===== src/rtl/prefetch_pkg.sv =====
// Shared types and default sizes for the instruction prefetch buffer.
//   S_IDLE/S_WAIT/S_DISCARD : memory-side fetch FSM states
//   fetch_entry_t           : one FIFO entry {addr, instr} at the default widths
package prefetch_pkg;

  localparam int unsigned OPERAND_WIDTH_DEF     = 11;
  localparam int unsigned INSTRUCTION_WIDTH_DEF = 16;
  localparam int unsigned DEPTH_DEF             = 4;

  typedef enum logic [1:0] {
    S_IDLE    = 2'd0,
    S_WAIT    = 2'd1,
    S_DISCARD = 2'd2
  } fsm_state_t;

  typedef struct packed {
    logic [OPERAND_WIDTH_DEF-1:0]     addr;
    logic [INSTRUCTION_WIDTH_DEF-1:0] instr;
  } fetch_entry_t;

endpackage


===== src/rtl/prefetch_fifo.sv =====
// Prefetch FIFO: DEPTH entries with read/write pointers and an occupancy count.
// Ports:
//   i_clk, i_rst_n        : clock, async active-low reset
//   i_push, i_data        : write an entry
//   i_pop                 : drop the head entry (only when non-empty)
//   i_flush               : empty the FIFO; overrides a push on the same edge
//   o_head                : current head entry
//   o_empty, o_full       : occupancy flags
//   o_count               : occupied entries
module prefetch_fifo #(
  parameter int unsigned WIDTH = 27,
  parameter int unsigned DEPTH = 4
) (
  input  logic                     i_clk,
  input  logic                     i_rst_n,
  input  logic                     i_push,
  input  logic                     i_pop,
  input  logic                     i_flush,
  input  logic [WIDTH-1:0]         i_data,
  output logic [WIDTH-1:0]         o_head,
  output logic                     o_empty,
  output logic                     o_full,
  output logic [$clog2(DEPTH):0]   o_count
);

  localparam int unsigned PW = $clog2(DEPTH);
  localparam int unsigned CW = $clog2(DEPTH) + 1;

  logic [WIDTH-1:0] r_mem [DEPTH];
  logic [PW-1:0]    r_wr_ptr;
  logic [PW-1:0]    r_rd_ptr;
  logic [CW-1:0]    r_count;

  // Pointer and count bookkeeping; pointers wrap naturally since DEPTH is 2^n.
  always_ff @(posedge i_clk or negedge i_rst_n) begin
    if (!i_rst_n) begin
      r_wr_ptr <= '0;
      r_rd_ptr <= '0;
      r_count  <= '0;
    end else if (i_flush) begin
      r_wr_ptr <= '0;
      r_rd_ptr <= '0;
      r_count  <= '0;
    end else begin
      if (i_push) r_wr_ptr <= r_wr_ptr + PW'(1);
      if (i_pop)  r_rd_ptr <= r_rd_ptr + PW'(1);
      case ({i_push, i_pop})
        2'b10:   r_count <= r_count + CW'(1);
        2'b01:   r_count <= r_count - CW'(1);
        default: r_count <= r_count;
      endcase
    end
  end

  // Entry storage needs no reset; the count gates every read.
  always_ff @(posedge i_clk) begin
    if (i_push && !i_flush) r_mem[r_wr_ptr] <= i_data;
  end

  assign o_head  = r_mem[r_rd_ptr];
  assign o_empty = (r_count == '0);
  assign o_full  = (r_count == CW'(DEPTH));
  assign o_count = r_count;

endmodule


===== src/rtl/instruction_prefetch_buffer.sv =====
// Instruction fetch stage: prefetches sequential words from instruction memory
// into a small FIFO and hands the word at control's PC to its instruction register.
// A request whose address does not match the FIFO head (or the next fetch address
// when empty) is a branch: the FIFO is flushed and fetching restarts there.
// Optional build macro: PREFETCH_BYPASS_EN enables same-cycle pass-through of
// memory data when the FIFO is empty and the acked address is the one requested.
// Ports:
//   clock_in, reset_in            : clock, async active-low reset
//   fetch_addr_in, fetch_req_in   : control's PC and request (held until transfer)
//   instruction_out/_valid_out    : instruction for fetch_addr_in (combinational)
//   mem_addr_out, mem_req_out     : memory read request (registered)
//   mem_data_in, mem_ack_in       : memory read completion
//   fill_level_out                : occupied FIFO entries
module instruction_prefetch_buffer
  import prefetch_pkg::*;
#(
  parameter int unsigned               OPERAND_WIDTH     = OPERAND_WIDTH_DEF,
  parameter int unsigned               INSTRUCTION_WIDTH = INSTRUCTION_WIDTH_DEF,
  parameter int unsigned               DEPTH             = DEPTH_DEF,
  parameter logic [OPERAND_WIDTH-1:0]  RESET_ADDR        = '0
) (
  input  logic                         clock_in,
  input  logic                         reset_in,
  input  logic [OPERAND_WIDTH-1:0]     fetch_addr_in,
  input  logic                         fetch_req_in,
  output logic [INSTRUCTION_WIDTH-1:0] instruction_out,
  output logic                         instruction_valid_out,
  output logic [OPERAND_WIDTH-1:0]     mem_addr_out,
  output logic                         mem_req_out,
  input  logic [INSTRUCTION_WIDTH-1:0] mem_data_in,
  input  logic                         mem_ack_in,
  output logic [$clog2(DEPTH):0]       fill_level_out
);

  localparam int unsigned ENTRY_W = OPERAND_WIDTH + INSTRUCTION_WIDTH;

  fsm_state_t                   r_state;
  logic                         r_mem_req;
  logic [OPERAND_WIDTH-1:0]     r_mem_addr;
  logic [OPERAND_WIDTH-1:0]     r_next_addr;

  fsm_state_t                   w_state_nxt;
  logic                         w_mem_req_nxt;
  logic [OPERAND_WIDTH-1:0]     w_mem_addr_nxt;
  logic [OPERAND_WIDTH-1:0]     w_next_addr_nxt;
  logic                         w_push;

  logic [ENTRY_W-1:0]           w_head;
  logic [OPERAND_WIDTH-1:0]     w_head_addr;
  logic [INSTRUCTION_WIDTH-1:0] w_head_instr;
  logic                         w_empty;
  logic                         w_full;
  logic [$clog2(DEPTH):0]       w_count;
  logic                         w_hit;
  logic                         w_miss;
  logic                         w_bypass;

  prefetch_fifo #(
    .WIDTH (ENTRY_W),
    .DEPTH (DEPTH)
  ) u_fifo (
    .i_clk   (clock_in),
    .i_rst_n (reset_in),
    .i_push  (w_push),
    .i_pop   (w_hit),
    .i_flush (w_miss),
    .i_data  ({r_mem_addr, mem_data_in}),
    .o_head  (w_head),
    .o_empty (w_empty),
    .o_full  (w_full),
    .o_count (w_count)
  );

  assign {w_head_addr, w_head_instr} = w_head;

  // Hit pops the head; anything else that is not "empty and waiting for next_addr" is a redirect.
  assign w_hit  = fetch_req_in & ~w_empty & (w_head_addr == fetch_addr_in);
  assign w_miss = fetch_req_in & ~w_hit & (~w_empty | (r_next_addr != fetch_addr_in));

`ifdef PREFETCH_BYPASS_EN
  assign w_bypass = (r_state == S_WAIT) & w_empty & mem_ack_in & fetch_req_in &
                    (r_mem_addr == fetch_addr_in);
`else
  assign w_bypass = 1'b0;
`endif

  assign instruction_valid_out = w_hit | w_bypass;
  assign instruction_out       = w_hit    ? w_head_instr :
                                 w_bypass ? mem_data_in  : '0;
  assign mem_req_out           = r_mem_req;
  assign mem_addr_out          = r_mem_addr;
  assign fill_level_out        = w_count;

  // Next-state and request logic. At most one request is ever outstanding, so
  // issuing only from S_IDLE with a free slot keeps pushes from overflowing.
  always_comb begin
    w_state_nxt     = r_state;
    w_mem_req_nxt   = r_mem_req;
    w_mem_addr_nxt  = r_mem_addr;
    w_next_addr_nxt = r_next_addr;
    w_push          = 1'b0;

    if (w_miss) w_next_addr_nxt = fetch_addr_in;

    case (r_state)
      S_IDLE: begin
        // A redirect flushes this edge, so the slot is free and the target is fetched directly.
        if (w_miss || !w_full) begin
          w_mem_req_nxt  = 1'b1;
          w_mem_addr_nxt = w_miss ? fetch_addr_in : r_next_addr;
          w_state_nxt    = S_WAIT;
        end
      end
      S_WAIT: begin
        if (mem_ack_in) begin
          w_mem_req_nxt = 1'b0;
          w_state_nxt   = S_IDLE;
          // Redirect on the ack edge wins: data dropped, next_addr already retargeted.
          if (!w_miss) begin
            w_push          = ~w_bypass;
            w_next_addr_nxt = r_mem_addr + OPERAND_WIDTH'(1);
          end
        end else if (w_miss) begin
          w_state_nxt = S_DISCARD;
        end
      end
      S_DISCARD: begin
        if (mem_ack_in) begin
          w_mem_req_nxt = 1'b0;
          w_state_nxt   = S_IDLE;
        end
      end
      default: begin
        w_mem_req_nxt = 1'b0;
        w_state_nxt   = S_IDLE;
      end
    endcase
  end

  // State register.
  always_ff @(posedge clock_in or negedge reset_in) begin
    if (!reset_in) begin
      r_state     <= S_IDLE;
      r_mem_req   <= 1'b0;
      r_mem_addr  <= '0;
      r_next_addr <= RESET_ADDR;
    end else begin
      r_state     <= w_state_nxt;
      r_mem_req   <= w_mem_req_nxt;
      r_mem_addr  <= w_mem_addr_nxt;
      r_next_addr <= w_next_addr_nxt;
    end
  end

endmodule


===== config.mk =====
export PLATFORM = sky130hd
export DESIGN_NAME = instruction_prefetch_buffer
export DESIGN_NICKNAME = d
export VERILOG_FILES = /design/src/rtl/prefetch_pkg.sv /design/src/rtl/prefetch_fifo.sv /design/src/rtl/instruction_prefetch_buffer.sv
export SDC_FILE = /design/constraint.sdc
export NUM_CORES = 1
export LEC_CHECK = 0
export CAP_MARGIN = 20
export CORE_MARGIN = 5
export CORE_UTILIZATION = 55
export DETAILED_ROUTE_END_ITERATION = 7
export PLACE_DENSITY_LB_ADDON = 0.25
export SLEW_MARGIN = 30
export SYNTH_ARGS = -nofsm -noshare
export SYNTH_HDL_FRONTEND = slang
export SYNTH_SLANG_ARGS = --single-unit

===== constraint.sdc =====
create_clock -name clock_in -period 9.7 [get_ports clock_in]
set_clock_uncertainty 0.2 [all_clocks]
set_input_delay 2.425 -clock clock_in [delete_from_list [all_inputs] [get_ports clock_in]]
set_output_delay 2.425 -clock clock_in [all_outputs]
set_load 0.05 [all_outputs]

==> summary.txt <==
Status
  • Outcome: completed

Cells and area
  • Multi-input gate area: 2009 µm²
  • Util after Layout: 0.6712
  • Share of cells above drive strength 1: 0.1580
  • Layout Nets: 509
  • # diodes: 0
  • Commonest non-fill, non-tap cell in the layout: edfxtp_1
  • Final instance area: 7566 µm²
  • Area Growth Syn to Fin: 21.23%
  • FF/Latch Area: slightly above 4000 µm²
  • Most frequent cells in the layout: edfxtp_1 (108), clkdlybuf4s50_1 (62), dfrtp_1 (31)
  • Fillers: between 700 and 800

STA
  • Slew Viols, Final: 0
  • Part of the cycle the worst path needs: 0.8322
  • Min cycle time layout: slightly above 8 ns
  • Setup-failing EPs final: 0
  • Hold Fails Final Rpt: 0
  • Fmax: 0.1239 GHz
  • Unrepaired setup endpoints after global routing: no
  • Setup tns final: 0 ns
  • Worst Tran Pin Value: roughly 0.94 ns
  • Worst slew margin: 0.3701

Routing
  • DR vias/cell: 5.646
  • Final antenna-violating net count: 0
  • First DRT Iteration DRCs: between 200 and 250
  • M1 WL: 5433 µm
  • Initial DRT Pass Iterations: 4
  • DR vias: 3523
  • Met2 WL: ~5900 µm
  • Routed wl met3: roughly 700 µm
  • Top sig layer: met4
  • Wire per inst: a little under 20 µm
  • Wirelength, routed: between 10000 and 15000 µm
  • DR DRC count: 0

Placed design
  • Post-DP HPWL: 7837 µm
  • Gp weighted congestion: about 0.88
  • Port bufs: 62
  • Placed Area: approximately 7000 µm²

Pwr
  • Power Total: 1860 µW
  • Static leakage power: between 0.002 and 0.003 µW
  • Peak VDD IR: around 0.19 mV
  • Cell Pwr Density: roughly 250 nW/µm²

Critical path
  • CP dominant cell by count: clkdlybuf4s50_1
  • Critical path buffers and inverters: 3
  • Crit-path slowest cell: clkdlybuf4s50_1
  • Startpoint Class: primary input
  • CP Capture Type: primary output
  • CP peak stage delay: around 0.80 ns
  • Cell Chain, Critical Path: clkdlybuf4s50_1 > xor2_1 > nor4_4 > o2111ai_4 > inv_1 > and2_1 > clkdlybuf4s50_1
  • Crit Path Category: in -> out
  • Worst Path Max Fanout: 23
  • Delay-heaviest family, CP: buffers and inverters
  • CP required: just over 7 ns
  • CP Data Arrival Time: roughly 5.5 ns

Floorplanning
  • Initial Utilization: 0.5537
  • IO Count: 63
  • Chip width: 116.5 µm
  • Die ar.: 13580 µm²
  • Die height: 116.5 µm
  • Rows: 39
  • Core ar.: between 10000 and 15000 µm²

Clock network
  • CTS H-tree depth: 4
  • Clock buffer depth: 2
  • # hold bufs at CTS: 0
  • CTS Sinks: between 100 and 150
  • CTS buffer count: 17
  • Setup bufs post-CTS: 0
  • Root Buffer: clkbuf_16
  • Post-CTS Resized: 0
  • CTS tree: done
  • CTS clk-pin slew, worst paths: approximately 0.060 ns
  • Clock latency on the worst-skew pair: between 0.4 and 0.5 ns

Global route
  • Largest net degree at the start of global routing: 33
  • First-pass GRT wire length: between 15000 and 20000 µm
  • Initial antenna violation count: 0
  • Total gr overflow: 0
  • Total GRT Usage: 0.2002
  • Vias in the first global route: 3706

Logic synthesis
  • Syn_nets: between 400 and 500
  • Primary FF master, synth: edfxtp_1
  • Post-synth EDFFs: roughly 110
  • Synth Register Bits: 140
  • Ranking of synthesized cells by area: edfxtp_1 (52%), dfrtp_1 (13%), mux4_2 (6.9%)
  • Synth async-reset ratio: 0.2286
  • Syn Area/Cell: ~16 µm²
  • Yosys warnings: 0
  • Distinct cells, synth: between 40 and 50
  • Synth Instances: between 300 and 400
  • Post-Syn Area: around 6200 µm²
  • Sequential fraction of the synthesis area: 0.6480
  • Synth top area share: 0.5196
  • Largest area contributor in the netlist: edfxtp_1

Run
  • Number of max-cap violations: 0

Min path
  • Worst hold path class: reg -> reg
[layout make-up]
| class | count | area share |
|---|---|---|
| clock inverters | 13 | 0.01505 |
| flip-flops and latches | 140 | 0.5346 |
| repair buffers | 70 | 0.08996 |
| inverters | 28 | 0.01389 |
| well taps | 143 | 0.02365 |
| clock buffers | 19 | 0.05722 |
| multi-input cells | 211 | 0.2656 |
[stage by stage]
| stage | cells | hold WS (ns) | worst slack (ns) |
|---|---|---|---|
| after detailed placement | 592 | 0.3193 | 1.591 |
| after floorplan | 398 | 0.3152 | 2.686 |
| after global routing | 624 | 0.3626 | 1.409 |
| after CTS | 624 | 0.3368 | 1.593 |
| after global placement | 592 | 0.3105 | 1.662 |
| final | 624 | 0.3364 | 1.628 |
[state kept, by name, indices dropped and copies added, names as in the netlist]
signal           cells
mem_addr_out        11
mem_req_out          1
r_next_addr         11
r_state              2
u_fifo.o_count       3
u_fifo.r_mem       108
u_fifo.r_rd_ptr      2
u_fifo.r_wr_ptr      2
[cells in the mapped netlist, drive strengths merged, types with 2 or more instances]
cell,number
nor2,13
edfxtp,108
nand4,3
nor3b,5
and3,3
nand3,8
mux4,25
a221oi,11
nor3,13
o21ai,11
a21oi,3
xnor2,28
mux2,13
o31a,2
inv,28
dfrtp,32
nand2,19
buf,10
and2,18
xor2,7
clkbuf,9
mux2i,5
ha,9
[power by group]
part	switching, µW	leakage, µW	internal (µW)
logic	260	0.00108	184
registers	81.4	0.00135	740
clock network	242	0.000261	353
total	583	0.00269	1280
[routing by layer]
metal	vias to the layer above	GRT usage
li1	1634	-
met1	1770	0.2664
met2	101	0.3135
met3	18	0.05492
met4	0	0.08430
met5	-	0
[worst reg2reg max path, stage by stage (launching register included)]
cell	delay [ns]
dfrtp_2	0.73
buf_4	0.36
mux4_2	0.56
xnor2_1	0.16
and4b_1	0.26
o2111ai_4	0.19
and2_4	0.32
or2_1	0.27
ha_1	0.22
fa_1	0.38
xnor2_1	0.14
nor2_1	0.12
xnor2_1	0.13
nor2_1	0.05
[final timing paths]
check	depth (start not counted)	slack [ns]	end	from
max	7	1.63	instruction_out[8]	fetch_addr_in[4]
min	1	0.34	mem_req_out$_DFFE_PN0P_	mem_req_out$_DFFE_PN0P_
max reg2reg	13	5.49	u_fifo.o_count[2]$_DFFE_PN0P_	u_fifo.r_rd_ptr[0]$_DFFE_PN0P_
min reg2reg	1	0.34	mem_req_out$_DFFE_PN0P_	mem_req_out$_DFFE_PN0P_
max in group asynchronous	2	6.74	u_fifo.r_rd_ptr[0]$_DFFE_PN0P_	reset_in
min in group asynchronous	2	2.21	r_next_addr[8]$_DFF_PN0_	reset_in
[kinds of logic after synthesis]
logic type	share of synthesized area
fa+ha+maj	0.02125
flops	0.6480
simple gates	0.07639
compound gates	0.04210
mux	0.1295
xor+xnor	0.04912
buf+inv	0.03368
Power figures use the tool's default switching activity.
